===== src/rtl/reg_writeback_unit.sv =====
// Register-file write-back unit: arbitrates ALU and load results into an in-order FIFO
// and issues at most one register write per cycle. Optional forwarding lookup: REG_WB_FWD_EN.
module reg_writeback_unit #(
    parameter int DATA_W = 16,
    parameter int ADDR_W = 4,
    parameter int DEPTH  = 4
) (
    input  logic                      clk,
    input  logic                      rst,
    input  logic                      alu_valid,
    output logic                      alu_ready,
    input  logic [ADDR_W-1:0]         alu_rd,
    input  logic [DATA_W-1:0]         alu_data,
    input  logic                      mem_valid,
    output logic                      mem_ready,
    input  logic [ADDR_W-1:0]         mem_rd,
    input  logic [DATA_W-1:0]         mem_data,
    input  logic                      stall,
    output logic [ADDR_W-1:0]         rw,
    output logic [DATA_W-1:0]         WD,
    output logic                      RegWrite,
    output logic [$clog2(DEPTH):0]    count,
    input  logic [ADDR_W-1:0]         fwd_addr,
    output logic                      fwd_hit,
    output logic [DATA_W-1:0]         fwd_data
);

    localparam int PTR_W = $clog2(DEPTH);
    localparam int CNT_W = PTR_W + 1;

    logic [ADDR_W-1:0] r_rd_mem   [DEPTH];
    logic [DATA_W-1:0] r_data_mem [DEPTH];
    logic [PTR_W-1:0]  r_wr_ptr;
    logic [PTR_W-1:0]  r_rd_ptr;
    logic [CNT_W-1:0]  r_count;
    logic [ADDR_W-1:0] r_rw;
    logic [DATA_W-1:0] r_wd;
    logic              r_regwrite;

    logic              w_full;
    logic              w_accept;
    logic              w_push;
    logic              w_pop;
    logic [ADDR_W-1:0] w_in_rd;
    logic [DATA_W-1:0] w_in_data;

    // Loads win arbitration; readiness never looks at alu_valid.
    assign w_full    = (r_count == CNT_W'(DEPTH));
    assign mem_ready = !w_full;
    assign alu_ready = !w_full && !mem_valid;
    assign w_in_rd   = mem_valid ? mem_rd   : alu_rd;
    assign w_in_data = mem_valid ? mem_data : alu_data;
    assign w_accept  = mem_valid ? !w_full : (alu_valid && !w_full);
    assign w_push    = w_accept && (w_in_rd != '0);
    assign w_pop     = !stall && (r_count != '0);

    always_ff @(posedge clk or posedge rst) begin
        if (rst) begin
            r_wr_ptr   <= '0;
            r_rd_ptr   <= '0;
            r_count    <= '0;
            r_rw       <= '0;
            r_wd       <= '0;
            r_regwrite <= 1'b0;
        end else begin
            if (w_push) begin
                r_wr_ptr <= r_wr_ptr + 1'b1;
            end
            if (w_pop) begin
                r_rd_ptr <= r_rd_ptr + 1'b1;
                r_rw     <= r_rd_mem[r_rd_ptr];
                r_wd     <= r_data_mem[r_rd_ptr];
            end
            r_regwrite <= w_pop;
            r_count    <= r_count + CNT_W'(w_push) - CNT_W'(w_pop);
        end
    end

    // Storage needs no reset: occupancy is defined solely by the pointers and count.
    always_ff @(posedge clk) begin
        if (w_push) begin
            r_rd_mem[r_wr_ptr]   <= w_in_rd;
            r_data_mem[r_wr_ptr] <= w_in_data;
        end
    end

    assign rw       = r_rw;
    assign WD       = r_wd;
    assign RegWrite = r_regwrite;
    assign count    = r_count;

`ifdef REG_WB_FWD_EN
    logic [PTR_W-1:0]  w_age_idx [DEPTH];
    logic [DEPTH-1:0]  w_age_occ;
    logic              w_fwd_hit;
    logic [DATA_W-1:0] w_fwd_data;

    // Slot gi of the age view holds the gi-th oldest pending entry.
    genvar gi;
    generate
        for (gi = 0; gi < DEPTH; gi++) begin : g_age
            assign w_age_idx[gi] = r_rd_ptr + PTR_W'(gi);
            assign w_age_occ[gi] = (CNT_W'(gi) < r_count);
        end
    endgenerate

    always_comb begin
        w_fwd_hit  = 1'b0;
        w_fwd_data = '0;
        for (int k = 0; k < DEPTH; k++) begin
            if (w_age_occ[k] && (fwd_addr != '0) && (r_rd_mem[w_age_idx[k]] == fwd_addr)) begin
                w_fwd_hit  = 1'b1;
                w_fwd_data = r_data_mem[w_age_idx[k]];
            end
        end
    end

    assign fwd_hit  = w_fwd_hit;
    assign fwd_data = w_fwd_data;
`else
    logic w_unused_fwd;
    assign w_unused_fwd = ^fwd_addr;
    assign fwd_hit      = 1'b0;
    assign fwd_data     = '0;
`endif

endmodule


===== config.mk =====
export PLATFORM = sky130hd
export DESIGN_NAME = reg_writeback_unit
export DESIGN_NICKNAME = d
export VERILOG_FILES = /design/src/rtl/reg_writeback_unit.sv
export SDC_FILE = /design/constraint.sdc
export NUM_CORES = 1
export LEC_CHECK = 0
export ABC_CLOCK_PERIOD_IN_PS = 7400
export CAP_MARGIN = 20
export CORE_ASPECT_RATIO = 0.5
export CORE_MARGIN = 8
export CORE_UTILIZATION = 35
export CTS_CLUSTER_SIZE = 16
export DETAILED_ROUTE_END_ITERATION = 16
export MAX_ROUTING_LAYER = met4
export SYNTH_ARGS = -nofsm -noshare
export SYNTH_HDL_FRONTEND = slang
export SYNTH_SLANG_ARGS = --single-unit

===== constraint.sdc =====
create_clock -name clk -period 7.4 [get_ports clk]
set_clock_uncertainty 0.1 [all_clocks]
set_input_delay 1.48 -clock clk [delete_from_list [all_inputs] [get_ports clk]]
set_output_delay 1.48 -clock clk [all_outputs]
set_load 0.05 [all_outputs]

==> results of run 1 <==
## layout make-up
class,instances,share of cell area
multi-input combinational,105,0.217
tap,170,0.0381
clock inverter,5,0.00515
sequential,108,0.555
inverter,7,0.00470
timing repair buffer,76,0.138
clock buffer,11,0.0416
## power by group
group / internal (µW) / total (µW) / switching (µW)
Combinational: 401 / 917 / 516
Sequential: 878 / 986 / 108
Clock: 226 / 427 / 201
Total: 1500 / 2330 / 825
## routing by layer
| metal | GRT usage | up-vias | wire length, µm |
|---|---|---|---|
| met3 | 0.0292 | 8 | 310 |
| met4 | 0.0484 | 0 | 116 |
| met5 | - | - | 0 |
| li1 | - | 999 | - |
| met2 | 0.190 | 46 | 4600 |
| met1 | 0.115 | 1122 | 3450 |
## sequential cells by signal, summed over array words and instances (netlist names)
signal	cells
r_rd_mem	16
WD	16
r_data_mem	64
r_rd_ptr	2
RegWrite	1
count	3
r_wr_ptr	2
rw	4
## kinds of logic after synthesis
group	Yosys count	synth area share
xor gates and xnor gates	5	0.00985
muxes	61	0.206
DFF	108	0.698
adders and majority gates	7	0.0214
other	1	0.000844
and+or+nand+nor	14	0.0194
buffers and inverters	32	0.0431
AOI/OAI and AO/OA	1	0.00113
## worst max-delay path, cell delays in order
cell,delay (ps)
sky130_fd_sc_hd__clkdlybuf4s50_1,400
sky130_fd_sc_hd__buf_4,250
sky130_fd_sc_hd__nor2b_1,140
sky130_fd_sc_hd__clkdlybuf4s50_1,810
## synth_stat cells, drive strengths merged
cell type,count,area (µm²)
or3b,1,8.76
conb,1,3.75
mux2,41,465
nor2,2,7.51
edfxtp,80,2400
or4,1,7.51
nor2b,1,6.26
nor4,1,6.26
clkbuf,2,7.51
inv,7,26.3
nand2,1,3.75
xnor2,4,35.0
nand2b,1,6.26
and2,4,25.0
dfrtp,28,701
fa,1,20.0
o21ai,1,5.00
buf,23,158
mux4,20,450
ha,6,75.1
xor2,1,8.76
nor3,2,15.0
## placed cells by master, fill, tap and decap left out, types with 2 or more instances in the layout
cell                              instances
sky130_fd_sc_hd__dfrtp_1                 28
sky130_fd_sc_hd__and2_1                   4
sky130_fd_sc_hd__edfxtp_1                80
sky130_fd_sc_hd__inv_1                    7
sky130_fd_sc_hd__ha_1                     6
sky130_fd_sc_hd__clkinvlp_4               2
sky130_fd_sc_hd__clkbuf_1                 2
sky130_fd_sc_hd__clkdlybuf4s50_1         70
sky130_fd_sc_hd__clkbuf_16                9
sky130_fd_sc_hd__conb_1                  17
sky130_fd_sc_hd__clkinv_2                 2
sky130_fd_sc_hd__xnor2_1                  4
sky130_fd_sc_hd__mux4_2                  20
sky130_fd_sc_hd__buf_4                    4
sky130_fd_sc_hd__mux2_2                  40
## path summary, 6_finish.rpt
kind,from,end,depth (start not counted)
setup reg to reg,count[1],count[2],11
hold reg to reg,WD[1],WD[1],1
setup / recovery,mem_valid,alu_ready,4
hold / removal,WD[1],WD[1],1
max in group asynchronous,rst,WD[9],3
min in group asynchronous,rst,WD[1],3
## per-stage QoR
| stage | hold WS (ps) | instances | cell area (µm²) |
|---|---|---|---|
| final | 405 | 482 | 5590 |
| after global routing | 421 | 482 | 5590 |
| after CTS | 411 | 481 | 5570 |
| after detailed placement | 397 | 465 | 5310 |
| after global placement | 392 | 464 | 5290 |
| after floorplan | 435 | 245 | 4500 |
==> reports/results.txt, run 1 <==
The flow ran to the end, and the final reports show no timing, DRC or antenna violations. The run gives 2730 ps as the worst-case setup slack after placement. The worst-case IR drop observed on VDD is 150 µV. The global-route congestion overflow total is 0.

The HPWL after detailed placement is 5610 µm. The tools report the count of routing violations after the opening detailed-route iteration as 78. TritonCTS built the clock tree. For the final hold violation count, the log shows 0. The number of global-route vias before repair was 2416. The number of nets with antenna violations after detailed routing is 0, and the final critical-path share of the clock period is 0.630.

Counting the fill cells in the layout gives 1089. The final design utilization came out at 0.446. For the finished layout, the period the worst path requires is 4660 ps. The longest clock path from root to sink contains 2 buffers. The synthesized netlist occupies a cell area of 4440 µm². The routed layout has 2175 vias. Of all nets on the critical path, the largest fanout is 24. Summing all flip-flop and latch instances after layout gives 3100 µm².

The global placer's final weighted congestion was 0.683. Wires add up to 8480 µm. From synthesis to final layout, the design area changed by 25.8%. The buffer cell driving the clock tree root was sky130_fd_sc_hd__clkbuf_16. The tools report the post-route total power as 2330 µW. The run gives 0 as the count of final max-slew check failures. In the post-route analysis, the smallest setup slack over all paths is 2740 ps. Entering global routing, the biggest net connects 29 pins. The number of input and output port buffers inserted is 70, and the first-pass detailed-route iteration total is 4. Dividing the detail-routed wire length by the instance count gives 17.6 µm.

The layout cell share with drive strength beyond 1 was 0.266; the die footprint was 16800 µm². Synthesis produced 229 cells. The number of distinct library cells after synthesis is 26. The sequential cell area fraction in the yosys report was 0.698.

The overall routing resource usage was 0.108. The worst setup path is of the primary input to output port kind. The core region is 12500 µm². At the end of the flow, the number of nets in the layout was 363. In this run the static leakage power is 0.00198 µW.

The number of hold buffers added after CTS was 0. The run gives 92 as the number of top-level pins. For the global-route wire length before repair, the log shows 13000 µm.

After clock tree synthesis, the clock-pin slew on the worst setup and hold paths is 70 ps. The worst setup path is launched from a primary input. Summing all multi-input logic gate instances after layout gives 1210 µm². TritonCTS created 9 clock buffers. Setup violations remaining at the end of the flow were counted as 0. Static timing analysis puts the maximum clock frequency at 215 MHz. Gates resized during post-CTS repair numbered 0. The post-detailed-route via-to-cell ratio was 4.51.

The tools report the critical path capture point type as an output port. 0 antenna diodes ended up in the layout. In this run the register-to-register setup slack is 4650 ps. The starting density of the core came out at 0.355. The initial antenna violation count was 0. The worst hold path class was register to register. The logs give 108 for the count of clock tree sinks and 0 for the number of buffers inserted by post-CTS setup repair. The clock tree synthesis step divided the H-tree into 3 levels. The sum of negative setup slack was 0 ps.

Dividing the synthesized area by the synthesized cell count gives 19.4 µm². The Yosys step of the flow raised 0 warnings. From bottom edge to top edge, the die measures 95.7 µm.

The number of max-capacitance violations reported is 0. The transition time of the tightest slew-check pin works out to 1080 ps. Flip-flop and latch count after synthesis: 108.

Setup repair after global routing left no endpoint under its margin. In the routed design, unresolved DRC markers number 0. The logs give 0.282 for the worst slew margin relative to its limit and 5820 ps for the endpoint required time on the critical path.

The run gives 29 as the total number of placement rows. The overall die width works out to 175 µm. For this design the ratio of total power to cell area is 417 nW/µm². The clock reaches the later pin of the worst-skew pair after 350 ps. Data arrives at the worst endpoint at 3080 ps.
No activity file was read; power rests on OpenSTA's default activity.
==> inputs of run 2 (changes only) <==
Settings changed: ABC_CLOCK_PERIOD_IN_PS 7400 to 4300.
Clock period 7.4 ns to 4.3 ns, I/O delays scaled along.
==> run 2 against run 1 <==
  * Highest routed layer unchanged
  * Sequential cell count stayed put
  * Largest power group unchanged
  * Critical endpoint is now count[2]
  * Combinational power is 73% higher
  * Global-route usage is 0.17 points higher
==> reports/results.txt, run 2 (synthesis results as in run 1) <==
Summed over all layers, the routed wires come to 8590 µm. The placed cell area is 5310 µm². The detailed router finished its first iteration with 103 violations.

The run finished with clean final reports. The first global-routing pass estimated 13600 µm of wire. The detailed route wirelength on metal3 was 381 µm; the number of input and output port buffers inserted was 70. Worst hold path class: register to register.

Power spread over the standard cell area amounts to 744 nW/µm². Clock-pin slew was measured on the worst setup and hold paths at 70 ps. The tools report the worst slew margin relative to its limit as 0.285. Summed over all failing endpoints, the final setup total negative slack is 0 ps. In the final layout, flip-flops and latches occupy 3100 µm².

CTS built an H-tree with a depth of 3. The tree built by TritonCTS fans out to 108 sinks. The finished cells cover 5700 µm². The filler cells instantiated in the layout total 1059. The buffer cell driving the clock tree root was sky130_fd_sc_hd__clkbuf_16. Leaving out fill and tap cells, the most frequent cells in the layout are 80 x sky130_fd_sc_hd__edfxtp_1, 69 x sky130_fd_sc_hd__clkdlybuf4s50_1, 40 x sky130_fd_sc_hd__mux2_2. Data arrives at the worst endpoint at 3640 ps.

Routability-driven placement finished with a final weighted congestion of 0.702. Data on the critical path is required at its endpoint by 4460 ps. STA classifies the critical path endpoint as a register. The via total after detailed routing is 2177. The highest net fanout along the worst path is 13, and the area occupied by multi-input gates is 1210 µm². The final critical-path share of the clock period came out at 0.810. The tools report the critical path launch point type as a primary input.

The run gives 0 as the count of final max-slew check failures. The logs give 270 µV for the largest vdd supply drop and 4560 µm for the routed length on met2. After the last flow step, the layout net total stands at 365. The area of the placeable core was 12500 µm². The run gives 2473 as the number of global-route vias before repair. Largest register by flop count: r_data_mem. The HPWL after detailed placement is 5860 µm, and the die outline height is 95.7 µm. The post-detailed-route via-to-cell ratio came out at 4.50. In the routed design, unresolved DRC markers number 0.

The number of standard cells in the final layout excluding fillers is 484, and the final number of setup-violating endpoints is 0. For the number of top-level pins, the log shows 92. The logs give 340 ps for the worst-skew pair later-pin latency and 0.355 for the starting density of the core. Dividing the detail-routed wire length by the instance count gives 17.7 µm. The die covers 16800 µm². The detailed router used layers up to and including met4.

From synthesis to final layout, the design area changed by 28.4%. After clock tree synthesis, the repair step resized 0 gates. The layout cell share with drive strength beyond 1 is 0.280.

The logs give 0 for the number of nets with antenna violations after detailed routing and 466 for the count of placed standard cells including taps. The achievable frequency came out at 287 MHz. The logs give 0 for the initial antenna violation count and 0 for the number of buffers inserted by hold repair at cts. The number of flip-flops in the largest register is 64, and the antenna diode count is 0. Across the run, the number of max-cap violations was 0.

The worst setup path category was primary input to register. The CTS buffer count was 9. For the buffer depth of the longest clock path, the log shows 2. Setup repair after global routing left no endpoint under its margin.

The first TritonRoute pass finished after 4 iterations. TritonCTS built the clock tree. The overall die width was 175 µm; the number of buffers inserted by post-CTS setup repair was 0. The minimum clock period is 3480 ps.

Commonest non-fill, non-tap cell in the layout: sky130_fd_sc_hd__edfxtp_1. Global routing finished with a remaining overflow of 0. The detailed router put a total of 3560 µm of wire on met1. The transition time of the tightest slew-check pin works out to 1070 ps. The initialized floorplan defines 29 standard-cell rows.

The logs give 29 for the largest net degree at the start of global routing and 0 for the final hold violation count. The overall routing resource usage is 0.110. Summed over all cells, the static leakage comes to 0.00205 µW.
-- run 2: changes by cell type in the layout (fill, tap and decap cells not counted), sizes merged --
cell | before | now
bufinv | 0 | 3
buf | 6 | 9
clkinvlp | 2 | 0
clkinv | 3 | 1
clkbuf | 11 | 12
clkdlybuf4s50 | 70 | 69
-- run 2: path summary, 6_finish.rpt --
check / end / startpoint / slack, ps / cells past startpoint
hold / removal: WD[14] / WD[14] / 410 / 1
setup / recovery: count[2] / mem_valid / 820 / 12
min in group asynchronous: rw[0] / rst / 830 / 3
max in group asynchronous: r_rd_ptr[1] / rst / 2960 / 3
hold reg to reg: WD[14] / WD[14] / 410 / 1
setup reg to reg: count[2] / count[2] / 1520 / 11
-- run 2: stage by stage --
stage | setup WS, ps | power [µW] | util | hold slack (ps)
finish | 819 | 4250 | 0.456 | 405
global route | 534 | 4460 | 0.456 | 433
CTS | 781 | 4280 | 0.452 | 410
detailed placement | 431 | 3340 | 0.424 | 398
global placement | 542 | 3280 | 0.424 | 392
floorplan | 1210 | 2790 | - | 435
-- run 2: layout make-up --
type,instances,share of cell area
sequential,108,0.544
multi-input combinational,105,0.213
timing repair buffer,78,0.140
clock buffer,12,0.0450
tap,170,0.0373
clock inverter,4,0.0167
inverter,7,0.00461
-- run 2: power breakdown --
part           internal [µW]  switching [µW]  total, µW
combinational            705             885       1590
clock                    600             343        943
sequential              1510             205       1710
-- run 2: critical path: stages --
cell and delay [ps]:
sky130_fd_sc_hd__clkdlybuf4s50_1 770, sky130_fd_sc_hd__or4_1 200, sky130_fd_sc_hd__nor2_1 50, sky130_fd_sc_hd__nor3_2 430, sky130_fd_sc_hd__inv_1 100, sky130_fd_sc_hd__ha_1 310, sky130_fd_sc_hd__inv_1 60, sky130_fd_sc_hd__ha_1 130
sky130_fd_sc_hd__inv_1 50, sky130_fd_sc_hd__fa_1 370, sky130_fd_sc_hd__xnor2_1 170, sky130_fd_sc_hd__xnor2_1 150
-- run 2: metal layers --
| layer | GRT usage | vias up |
|---|---|---|
| met3 | 0.0285 | 9 |
| li1 | - | 998 |
| met2 | 0.200 | 45 |
| met1 | 0.118 | 1125 |
| met5 | - | - |
| met4 | 0.0336 | 0 |
==> inputs of run 3 (changes only) <==
Settings changed: ABC_CLOCK_PERIOD_IN_PS 4300 to 2900.
Clock period 4.3 ns to 2.9 ns, I/O delays scaled along.
==> run 3 against run 2 <==
  * Core utilization shrank 0.14 points
  * Largest cell class unchanged
  * Hold slack better by 2.6 ps
  * Clock power grew 17%
  * Global-route usage up 0.23 points
  * Register-to-register slack worse by 1100 ps
  * First-iteration DRC count is 12% lower
==> reports/results.txt, run 3 (synthesis results as in run 1) <==
Power comes to 6060 µW. The number of buffers inserted by hold repair at cts is 0. The layer flagged by global routing as most heavily used is met2. The run gives 0 as the DRC violations left. Worst hold path class: register to register.

The run gives 1230 µm² as the area occupied by multi-input gates. The count of final max-slew check failures was 0; the critical path data arrival time was 2860 ps. For the global-route congestion overflow total, the log shows 0.

The minimum clock period is 2730 ps, and the post-layout worst setup margin is 167 ps. The detailed router finished its first iteration with 91 violations. After filler insertion, the fill cell instance count of the layout stands at 1097. The net total in the final layout came out at 371. Before CTS, the worst setup slack after placement is -305 ps. Dividing total power by cell area gives a power density of 1070 nW/µm². TritonCTS built the clock tree.

The worst setup path is captured at a register. By startpoint and endpoint, the worst setup path is classified as primary input to register. After detailed routing, the average wire length per cell comes to 18.0 µm. The floorplan has 29 rows. The buffer depth of the longest clock path is 2. Starting density of the core: 0.355. Across the VDD grid, the largest voltage drop is 362 µV. The count of nets left with antenna violations once routing finished came out at 0. The die covers 16800 µm². The tools report the routing usage on met1 as 0.123. Input and output buffers added on the ports amount to 70. The number of cells on the worst reg-to-reg path was 11; the worst-skew pair later-pin latency was 340 ps.

Entering global routing, the biggest net connects 29 pins. 0 antenna diodes ended up in the layout. Met2 track demand over resource: 0.200.

Measured along the x axis, the die boundary spans 175 µm. The global placer's final weighted congestion is 0.754, and the number of top-level pins is 92. The commonest non-fill, non-tap cell in the layout is sky130_fd_sc_hd__edfxtp_1. The worst hold path terminates at rw[2].

Buffers added to address setup during post-CTS repair amount to 0. For the global-route wire length before repair, the log shows 13700 µm. Summing all flip-flop and latch instances after layout gives 3110 µm².

The HPWL after detailed placement is 6170 µm. After floorplanning, the core was sized to cover 12500 µm². The tools report the number of global-route vias before repair as 2491.

The initial antenna violation count was 0; the layout cell share with drive strength beyond 1 was 0.313. Clock-pin slew was measured on the worst setup and hold paths at 70 ps. Setup repair after global routing left no endpoint under its margin. The final number of setup-violating endpoints is 0, and the count of H-tree levels built during CTS is 3. Across all register-to-register paths, the minimum setup slack is 470 ps. For the worst setup path, the data required time is 3030 ps. The final hold violation count was 0; the overall routing resource usage was 0.112.

For the cell area after layout, the log shows 5690 µm². The tools report the worst setup path startpoint as mem_valid. The via total after detailed routing was 2221. In the final timing run, aggregate negative setup slack is 0 ps. The final layout contains routed wiring with a total length of 8810 µm. The worst flop-to-flop path endpoint is count[2]. Ranked by flip-flop count, first place goes to r_data_mem. Dividing the detail-routed via count by the number of cells gives 4.53. Buffers inserted during clock tree synthesis total 9. Met3 track demand over resource: 0.0285. Worst slew margin relative to its limit: 0.624. The final critical-path share of the clock period was 0.942. In this run the critical register-to-register path is launched from count[2].

The buffer cell driving the clock tree root is sky130_fd_sc_hd__clkbuf_16. The clock net in this run drives a total of 108 sinks. For this run, the top clock speed supported by timing is 366 MHz. The flow ran to the end, and the final reports show no timing, DRC or antenna violations. Number of cells on the worst hold path: 1. The launch point of the worst hold path was rw[2].

Critical path launch point type: a primary input. After detailed placement, the total cell area comes to 5400 µm². The die outline height was 95.7 µm. The first detailed-routing pass ran for 4 iterations.

The top cell types in the final layout, fill and taps aside, are 80 x sky130_fd_sc_hd__edfxtp_1, 69 x sky130_fd_sc_hd__clkdlybuf4s50_1, 40 x sky130_fd_sc_hd__mux2_2. The transition time of the tightest slew-check pin works out to 564 ps. The relative area change from synthesis to final layout came out at 28.0%. Of all nets on the critical path, the largest fanout is 2. The number of flip-flops in the largest register works out to 64. Max-cap violations in this run came to 0.

Leakage power: 0.00204 µW.
## run 3: cell count changes in the layout (fill, tap and decap cells not counted), moves of 2 or more
cell and delta:
sky130_fd_sc_hd__buf_12 +2, sky130_fd_sc_hd__clkbuf_8 -2, sky130_fd_sc_hd__buf_4 +6, sky130_fd_sc_hd__clkinv_2 +2, sky130_fd_sc_hd__dfrtp_2 +2, sky130_fd_sc_hd__dfrtp_1 -2
sky130_fd_sc_hd__clkinvlp_4 +2, sky130_fd_sc_hd__bufinv_16 -3
## run 3: how the worst max path moves through the flow
stage / end / slack [ps] / depth (start not counted)
finish: count[2] / 170 / 12
global route: count[2] / 60 / 12
CTS: count[2] / 80 / 12
detailed placement: count[2] / -310 / 13
global placement: count[2] / -160 / 12
floorplan: count[2] / 20 / 11
## run 3: power breakdown
group	leakage, µW	internal, µW	switching, µW
clock	0.000129	577	521
combinational	0.000843	1090	1410
sequential	0.00106	2240	232
total	0.00204	3900	2160
## run 3: what timing repair did
item	CTS	global route
setup endpoints to repair	0	1
gates resized for setup	0	4
endpoints found under the hold margin	0	0
## run 3: final cells by class
type,instances,share of cell area
multi-input cells,105,0.217
inverters,7,0.00462
repair buffers,84,0.148
flip-flops and latches,108,0.546
clock inverters,7,0.00748
well taps,170,0.0374
clock buffers,9,0.0396
## run 3: metrics by stage
step / instances / hold slack [ps] / utilization
after floorplan: 245 / 435 / -
after detailed placement: 474 / 399 / 0.431
after global placement: 474 / 392 / 0.431
after global routing: 490 / 435 / 0.454
after CTS: 490 / 416 / 0.453
final: 490 / 408 / 0.454
## run 3: layer usage
metal | share of wire | vias to the layer above
li1 | - | 1013
met1 | 0.42 | 1152
met2 | 0.53 | 46
met3 | 0.041 | 10
met4 | 0.014 | 0
met5 | 0 | -
## run 3: worst max-delay path, stage by stage
cell and delay [ps]:
sky130_fd_sc_hd__clkdlybuf4s50_1 420, sky130_fd_sc_hd__or4_1 540, sky130_fd_sc_hd__nor2_2 110, sky130_fd_sc_hd__nor3_2 60, sky130_fd_sc_hd__inv_1 70, sky130_fd_sc_hd__ha_1 230, sky130_fd_sc_hd__inv_1 60, sky130_fd_sc_hd__ha_1 130
sky130_fd_sc_hd__inv_1 50, sky130_fd_sc_hd__fa_2 350, sky130_fd_sc_hd__xnor2_2 150, sky130_fd_sc_hd__xnor2_1 120
